[config.mk]
export PLATFORM = sky130hd
export DESIGN_NAME = serial_sub_engine
export DESIGN_NICKNAME = d
export VERILOG_FILES = /design/src/rtl/serial_sub_engine.sv
export SDC_FILE = /design/constraint.sdc
export NUM_CORES = 1
export LEC_CHECK = 0
export CORE_MARGIN = 8
export CORE_UTILIZATION = 59
export CTS_CLUSTER_SIZE = 8
export DETAILED_ROUTE_END_ITERATION = 10
export DONT_BUFFER_PORTS = 1
export PLACE_DENSITY = 0.84
export SLEW_MARGIN = 30
export SYNTH_ARGS = -nofsm -noshare
export SYNTH_HDL_FRONTEND = slang
export SYNTH_SLANG_ARGS = --single-unit
[constraint.sdc]
create_clock -name clk -period 3.1 [get_ports clk]
set_clock_uncertainty 0.1 [all_clocks]
set_input_delay 0.465 -clock clk [delete_from_list [all_inputs] [get_ports clk]]
set_output_delay 0.465 -clock clk [all_outputs]
set_load 0.005 [all_outputs]
[src/rtl/serial_sub_engine.sv]
// Bit-serial subtractor computing a - b - bin one bit per clock, LSB first.
// The low APPROX_BITS positions use a runtime-selectable exact/approximate cell.
module serial_sub_engine #(
  parameter int WIDTH       = 8,
  parameter int APPROX_BITS = 4
) (
  input  logic             clk,
  input  logic             rst_n,
  input  logic             in_valid,
  output logic             in_ready,
  input  logic [WIDTH-1:0] a,
  input  logic [WIDTH-1:0] b,
  input  logic             bin,
  input  logic [1:0]       mode,
  output logic             out_valid,
  input  logic             out_ready,
  output logic [WIDTH-1:0] diff,
  output logic             bout,
  output logic             busy
);

  localparam int CW = (WIDTH > 2) ? $clog2(WIDTH) : 1;

  typedef enum logic [1:0] {
    IDLE = 2'd0,
    RUN  = 2'd1,
    DONE = 2'd2
  } state_t;

  state_t           r_state;
  logic [WIDTH-1:0] r_a;
  logic [WIDTH-1:0] r_b;
  logic [1:0]       r_mode;
  logic             r_borrow;
  logic [CW-1:0]    r_cnt;
  logic [WIDTH-1:0] r_diff;
  logic             r_bout;
  logic             r_in_ready;
  logic             r_out_valid;
  logic             r_busy;

  logic w_x;
  logic w_y;
  logic w_t;
  logic w_in_approx;
  logic w_d;
  logic w_bo;
  logic w_last;

  assign w_x         = r_a[r_cnt];
  assign w_y         = r_b[r_cnt];
  assign w_t         = w_x ^ w_y;
  assign w_in_approx = (int'(r_cnt) < APPROX_BITS);
  assign w_last      = (r_cnt == CW'(WIDTH - 1));

  // Cell for the current bit; reserved mode 3 falls back to the exact cell.
  always_comb begin
    w_d  = w_t ^ r_borrow;
    w_bo = w_t ? w_y : r_borrow;
    if (w_in_approx) begin
      case (r_mode)
        2'd1:    w_d  = w_t | r_borrow;
        2'd2:    w_bo = w_t ^ r_borrow;
        default: ;
      endcase
    end
  end

  always_ff @(posedge clk) begin
    if (!rst_n) begin
      r_state     <= IDLE;
      r_a         <= '0;
      r_b         <= '0;
      r_mode      <= 2'd0;
      r_borrow    <= 1'b0;
      r_cnt       <= '0;
      r_diff      <= '0;
      r_bout      <= 1'b0;
      r_in_ready  <= 1'b1;
      r_out_valid <= 1'b0;
      r_busy      <= 1'b0;
    end else begin
      case (r_state)
        IDLE: begin
          if (in_valid) begin
            r_a        <= a;
            r_b        <= b;
            r_mode     <= mode;
            r_borrow   <= bin;
            r_cnt      <= '0;
            r_diff     <= '0;
            r_in_ready <= 1'b0;
            r_busy     <= 1'b1;
            r_state    <= RUN;
          end
        end
        RUN: begin
          r_diff[r_cnt] <= w_d;
          r_borrow      <= w_bo;
          r_cnt         <= r_cnt + 1'b1;
          if (w_last) begin
            r_bout      <= w_bo;
            r_cnt       <= '0;
            r_busy      <= 1'b0;
            r_out_valid <= 1'b1;
            r_state     <= DONE;
          end
        end
        DONE: begin
          // Result holds until the consumer takes it.
          if (out_ready) begin
            r_out_valid <= 1'b0;
            r_in_ready  <= 1'b1;
            r_state     <= IDLE;
          end
        end
        default: begin
          r_state     <= IDLE;
          r_in_ready  <= 1'b1;
          r_out_valid <= 1'b0;
          r_busy      <= 1'b0;
        end
      endcase
    end
  end

  assign in_ready  = r_in_ready;
  assign out_valid = r_out_valid;
  assign diff      = r_diff;
  assign bout      = r_bout;
  assign busy      = r_busy;

endmodule

; ---- Word level (Yosys, flattened, before mapping)
; Index checks and enable logic that the tools add are counted.
[totals]
register_bits = 36
latch_bits = 0
mem_bits_rw = 0
rom_bits = 0
inputBits = 23
output_inout_bits = 12
wordCells = 71
mem_count = 0
[classes]
add_sub_neg = 1
mul = 0
div_mod_pow = 0
n_lt_le_gt_ge = 3
eq_ne = 8
shift = 0
mux = 32
bitwise_logic = 6
reduce_logical = 10
[ops]
columns = cell, count
row1 = case mux 8 bit (2 select lines), 1
row2 = two-way mux 1 bit, 15
row3 = AND reduction 3 bit, 4
row4 = case mux 1 bit (3 select lines), 3
row5 = bitwise mux 8 bit, 1
row6 = two-way mux 8 bit, 1
row7 = binary-select mux 1 bit (select 3 bit), 2
row8 = two-way mux 2 bit, 3
row9 = two-way mux 3 bit, 2
row10 = != test 2 bit (second input constant), 3
row11 = case mux 2 bit (3 select lines), 1
row12 = case mux 3 bit (2 select lines), 1
row13 = AND reduction 2 bit, 3
row14 = == test 2 x 1 -> 1 bit (second input constant), 2
row15 = == test 2 bit (second input constant), 2
row16 = less-than comparator 3 x 4 -> 1 bit (second input constant), 1
row17 = adder 3 x 1 -> 3 bit (second input constant), 1
row18 = demux 1 bit (select 3 bit), 1
row19 = == test 3 bit (second input constant), 1
row20 = >= comparator 3 x 1 -> 1 bit (second input constant), 1
row21 = less-than comparator 3 bit (second input constant), 1
row22 = NOT 1 bit, 3
row23 = zero test 2 bit, 1
row24 = case mux 1 bit (2 select lines), 1
row25 = 4 further kinds, 5

; ---- Depth between registers and ports, before layout
[depth]
depth_word = 8
ltp_mapped = 11

; ---- Least setup slack after synthesis
; OpenSTA, ideal clock, no wires.
[synth_timing]
path_kind = register to register
start = reg r_cnt[0]
end = reg r_diff[2] (netlist: diff[2])
arrival_time_ps = 2435
setup_slack_ps = 494
stages_incl_launch_ff = 11
path_buffers = 1
synth_period_minus_slack_ps = 2606
path_cell_list = dfxtp_1 buf_6 or4b_4 o21ai_2 nor3_2 xor2_1 ha_1 inv_1 mux2_2 or4_1 a21oi_1
[synth_between]
elab_chain_cells = 8
[synth_lines]
columns = item, line
row1 = from (decl), 35  ; logic [CW-1:0] r_cnt;
row2 = from (signal assigned), 100  ; r_cnt <= r_cnt + 1'b1;
row3 = "binary-select mux 1 bit (select 3 bit), on equally long branches", "50, 51"
row4 = "two-way mux 1 bit, on equally long branches", "50, 51"
row5 = bitwise XOR 1 bit, 52  ; assign w_t = w_x ^ w_y;
row6 = bitwise XOR 1 bit or bitwise OR 1 bit (tied branches), "58, 62"
row7 = two-way mux 1 bit, 61  ; case (r_mode)
row8 = two-way mux 1 bit, 60  ; if (w_in_approx) begin
row9 = bitwise mux 8 bit *, 98  ; r_diff[r_cnt] <= w_d;
row10 = case mux 8 bit (2 select lines) *, 83  ; case (r_state)
row11 = "to (signal, indexed assignment)", 98
row12 = to (decl), 36  ; logic [WIDTH-1:0] r_diff;
; Every way passes the cells marked *; elsewhere a longest branch is shown, timed or not. The select of a mux whose other input is x is not followed.
; A chain may end at the register's enable or synchronous reset.

; ---- Worst setup path in the final report
[layout_timing]
start = reg r_cnt[2]
end = reg r_diff[2] (netlist: diff[2])
; The elaborated chain is that of the path after synthesis.

==> out/results.txt <==
CP startpoint kind - flop
status - finished, final reports clean
Final Hold Viols - 0
final period utilization - 90.8%
Util after Layout - 64.6%
syn nets - 235
Die H - 69.4 um
Global Route Usage Sum - 15.9%
post-synthesis sequential area ratio - 42.8%
clock sink count - 36
# rows - 19
endpoints failing setup - 0
worst slack at placement - 211 ps
Flop pwr share - 56.7%
combinational share of power - 11.8%
post-synth top area share - 42.8%
pin count of the biggest net entering global routing - 31
critical path type - reg -> reg
CTS Buffer Depth - 2
power share of the clock group - 31.5%
routed vias - 1,463
switching share of power - 26.0%
Die Wd - 69.4 um
HPWL after DPL - 2840 um
first-pass GRT wire length - 6440 um
Setup Buffers After CTS - 0
Synth Area in Compound Gates - 18.0%
total negative slack - 0 ps
cell count after placement - 230
Adder-Cell Fraction of Synth Area - 2.90%
Overflow after GRT - 0
CTS Buf Count - 5
Switch Pwr - 229 uW
fmax - 355 MHz
Avg WL per Cell - 16.2 um
vias in the first global route - 1,433
Max VDD drop - 0.000351 V
largest family of logic cells by synthesized area - simple AND/OR/NAND/NOR gates
DR vias/cell - 6.17
XOR/XNOR share of the synthesized area - 0.520%
Max Slew Vio Count - 0
Worst-Skew Late Latency - 350 ps
most common flop cell mapped by yosys - dfxtp_1
initial core utilization - 61.6%
EDFF count, synth - 0
root buf cell - clkbuf_4
CTS tree - done
Post-Syn Instances - 209
Layout area overhead - 4.83%
Final min period - 2810 ps
drt drc - 0
post-synth top area cell - dfxtp_1
final hold slack - 94.2 ps
Core Area - 2730 um2
worst endpoint required time - 3270 ps
mux cell area share after synthesis - 5.12%
number of nets in the layout - 232
FF+latch area - 722 um2
Fillers - 246
CP peak stage delay - 580 ps
class of the worst hold path - in -> reg
die area - 4820 um2
Worst Tran Pin Value - 974 ps
post-route setup slack - 287 ps
area of the multi-input gates - 888 um2
asr flop ratio synth - 0%
Cell variety after synth - 42
Max-Cap Viols - 0
clock-pin slew on the worst setup and hold paths - 110 ps
syn avg cell area - 8.06 um2
Leak Pwr - 0.000621 uW
port buffer count - 0
share of post-route cells with drive strength above 1 - 11.7%
Post-Layout Cell Count - 237
Synth warnings - 0
Post-DRT Antenna Nets - 0
initial antenna violation count - 0
router iterations before antenna repair - 5
Cell Chain, Critical Path - or4b_4 -> o21ai_2 -> nor3_2 -> xor2_1 -> ha_1 -> inv_1 -> mux2_2 -> or4_1 -> a21oi_1
RSZ-0062 raised after global routing - false
Post-Synth Simple-Gate Area - 25.8%
top post-synthesis cells by area - dfxtp_1 (43%), nand2_1 (11%), a21oi_1 (8.9%)
# H-tree levels - 2
Slew headroom - 34.9%
CP Capture Type - flop
DRT iter0 DRCs - 81
Top Ports - 35
Int Pwr - 652 uW
Routed Wire Length - 3850 um
arrival time worst endpoint - 2980 ps
post-synthesis cell area - 1690 um2
routability cong. - 0.919
slowest library cell on the worst path - or4b_4
flops & latches, synth - 36
ANT cells - 0
pwr/cell area - 498 nW/um2
crit-path max FO - 12
[layer usage]
metal / vias to the layer above / global-route usage [%] / part of all wire (%)
met1: 682 / 18.1 / 42
met5: - / 0 / 0
met2: 51 / 25.5 / 48
met3: 9 / 6.72 / 8.7
met4: 0 / 6.38 / 1.4
li1: 721 / - / -
[cells in the mapped netlist, types with 2 or more instances]
master	count
or3_1	2
nor2_1	11
mux2_2	4
nand3_1	4
or4_1	2
a2111oi_0	2
ha_1	3
o311ai_0	3
o21ai_0	4
nand2_1	51
a21oi_1	30
nand2b_1	4
clkbuf_1	12
buf_2	2
mux2i_1	3
nor2b_1	2
dfxtp_1	36
o211ai_1	3
nand3b_1	3
nor3b_1	4
inv_1	3
[what timing repair did]
| item | CTS | global route |
|---|---|---|
| endpoints found under the setup margin | 0 | 1 |
| gates resized for setup | 0 | 1 |
| hold buffers | 0 | 0 |
[registers in the layout, indices dropped and copies added (netlist names)]
name	count
r_cnt	3
r_b	8
bout	1
busy	1
r_borrow	1
r_a	8
r_state	2
out_valid	1
r_mode	2
diff	8
in_ready	1
[kinds of logic after synthesis]
group | Yosys count
DFF | 36
and+or+nand+nor | 91
AOI/OAI and AO/OA | 50
buffers and inverters | 19
muxes | 8
xor gates and xnor gates | 1
adders and majority gates | 4
[path summary, 6_finish.rpt]
kind / startpoint / end / slack, ps / cells after the start
setup / recovery: r_cnt[2] / diff[2] / 290 / 9
hold / removal: rst_n / in_ready / 90 / 1
setup reg to reg: r_cnt[2] / diff[2] / 290 / 9
hold reg to reg: r_a[7] / r_a[7] / 360 / 2
[per-stage QoR]
stage / instance area [um2] / power [uW]
2_1_floorplan: 1690 / 590
3_3_place_gp: 1700 / 607
3_5_place_dp: 1700 / 613
4_1_cts: 1770 / 885
5_1_grt: 1770 / 925
6_report: 1770 / 881
[layout by cell type (no fill, tap or decap), types with 2 or more instances in the layout]
| master | synthesis | final |
|---|---|---|
| a2111oi_0 | 2 | 2 |
| a21oi_1 | 30 | 30 |
| buf_4 | 0 | 5 |
| clkbuf_4 | 0 | 5 |
| clkbuf_8 | 0 | 2 |
| dfxtp_1 | 36 | 35 |
| ha_1 | 3 | 3 |
| inv_1 | 3 | 3 |
| mux2_2 | 4 | 4 |
| mux2i_1 | 3 | 3 |
| nand2_1 | 51 | 51 |
| nand2b_1 | 4 | 4 |
| nand3_1 | 4 | 4 |
| nand3b_1 | 3 | 3 |
| nor2_1 | 11 | 11 |
| nor2b_1 | 2 | 2 |
| nor3b_1 | 4 | 3 |
| o211ai_1 | 3 | 3 |
| o21ai_0 | 4 | 4 |
| o311ai_0 | 3 | 3 |
| or3_1 | 2 | 2 |
| or4_1 | 2 | 2 |
[area by class of cell]
| class | count | share of cell area (%) |
|---|---|---|
| clock buffers | 7 | 3.68 |
| well taps | 31 | 2.20 |
| multi-input cells | 154 | 50.3 |
| repair buffers | 5 | 2.12 |
| flip-flops and latches | 36 | 40.9 |
| inverters | 4 | 0.850 |
[critical path: cells and delay by family, from the launching register on]
kind / cells / cell delay, ps
multiplexers: 1 / 310
AND/OR/NAND/NOR: 3 / 1140
XOR/XNOR: 1 / 140
buffers and inverters: 1 / 70
adder cells (fa/ha/maj): 1 / 320
AO/OA/AOI/OAI: 2 / 210
flip-flops: 1 / 440
[power groups by stage]
stage / combinational [uW] / sequential [uW] / clock (uW)
after global placement: 97.4 / 510 / 0
after floorplan: 88.0 / 502 / 0
after global routing: 117 / 503 / 305
final: 104 / 500 / 277
after detailed placement: 103 / 510 / 0
after CTS: 104 / 500 / 282
Power figures use the tool's default switching activity.
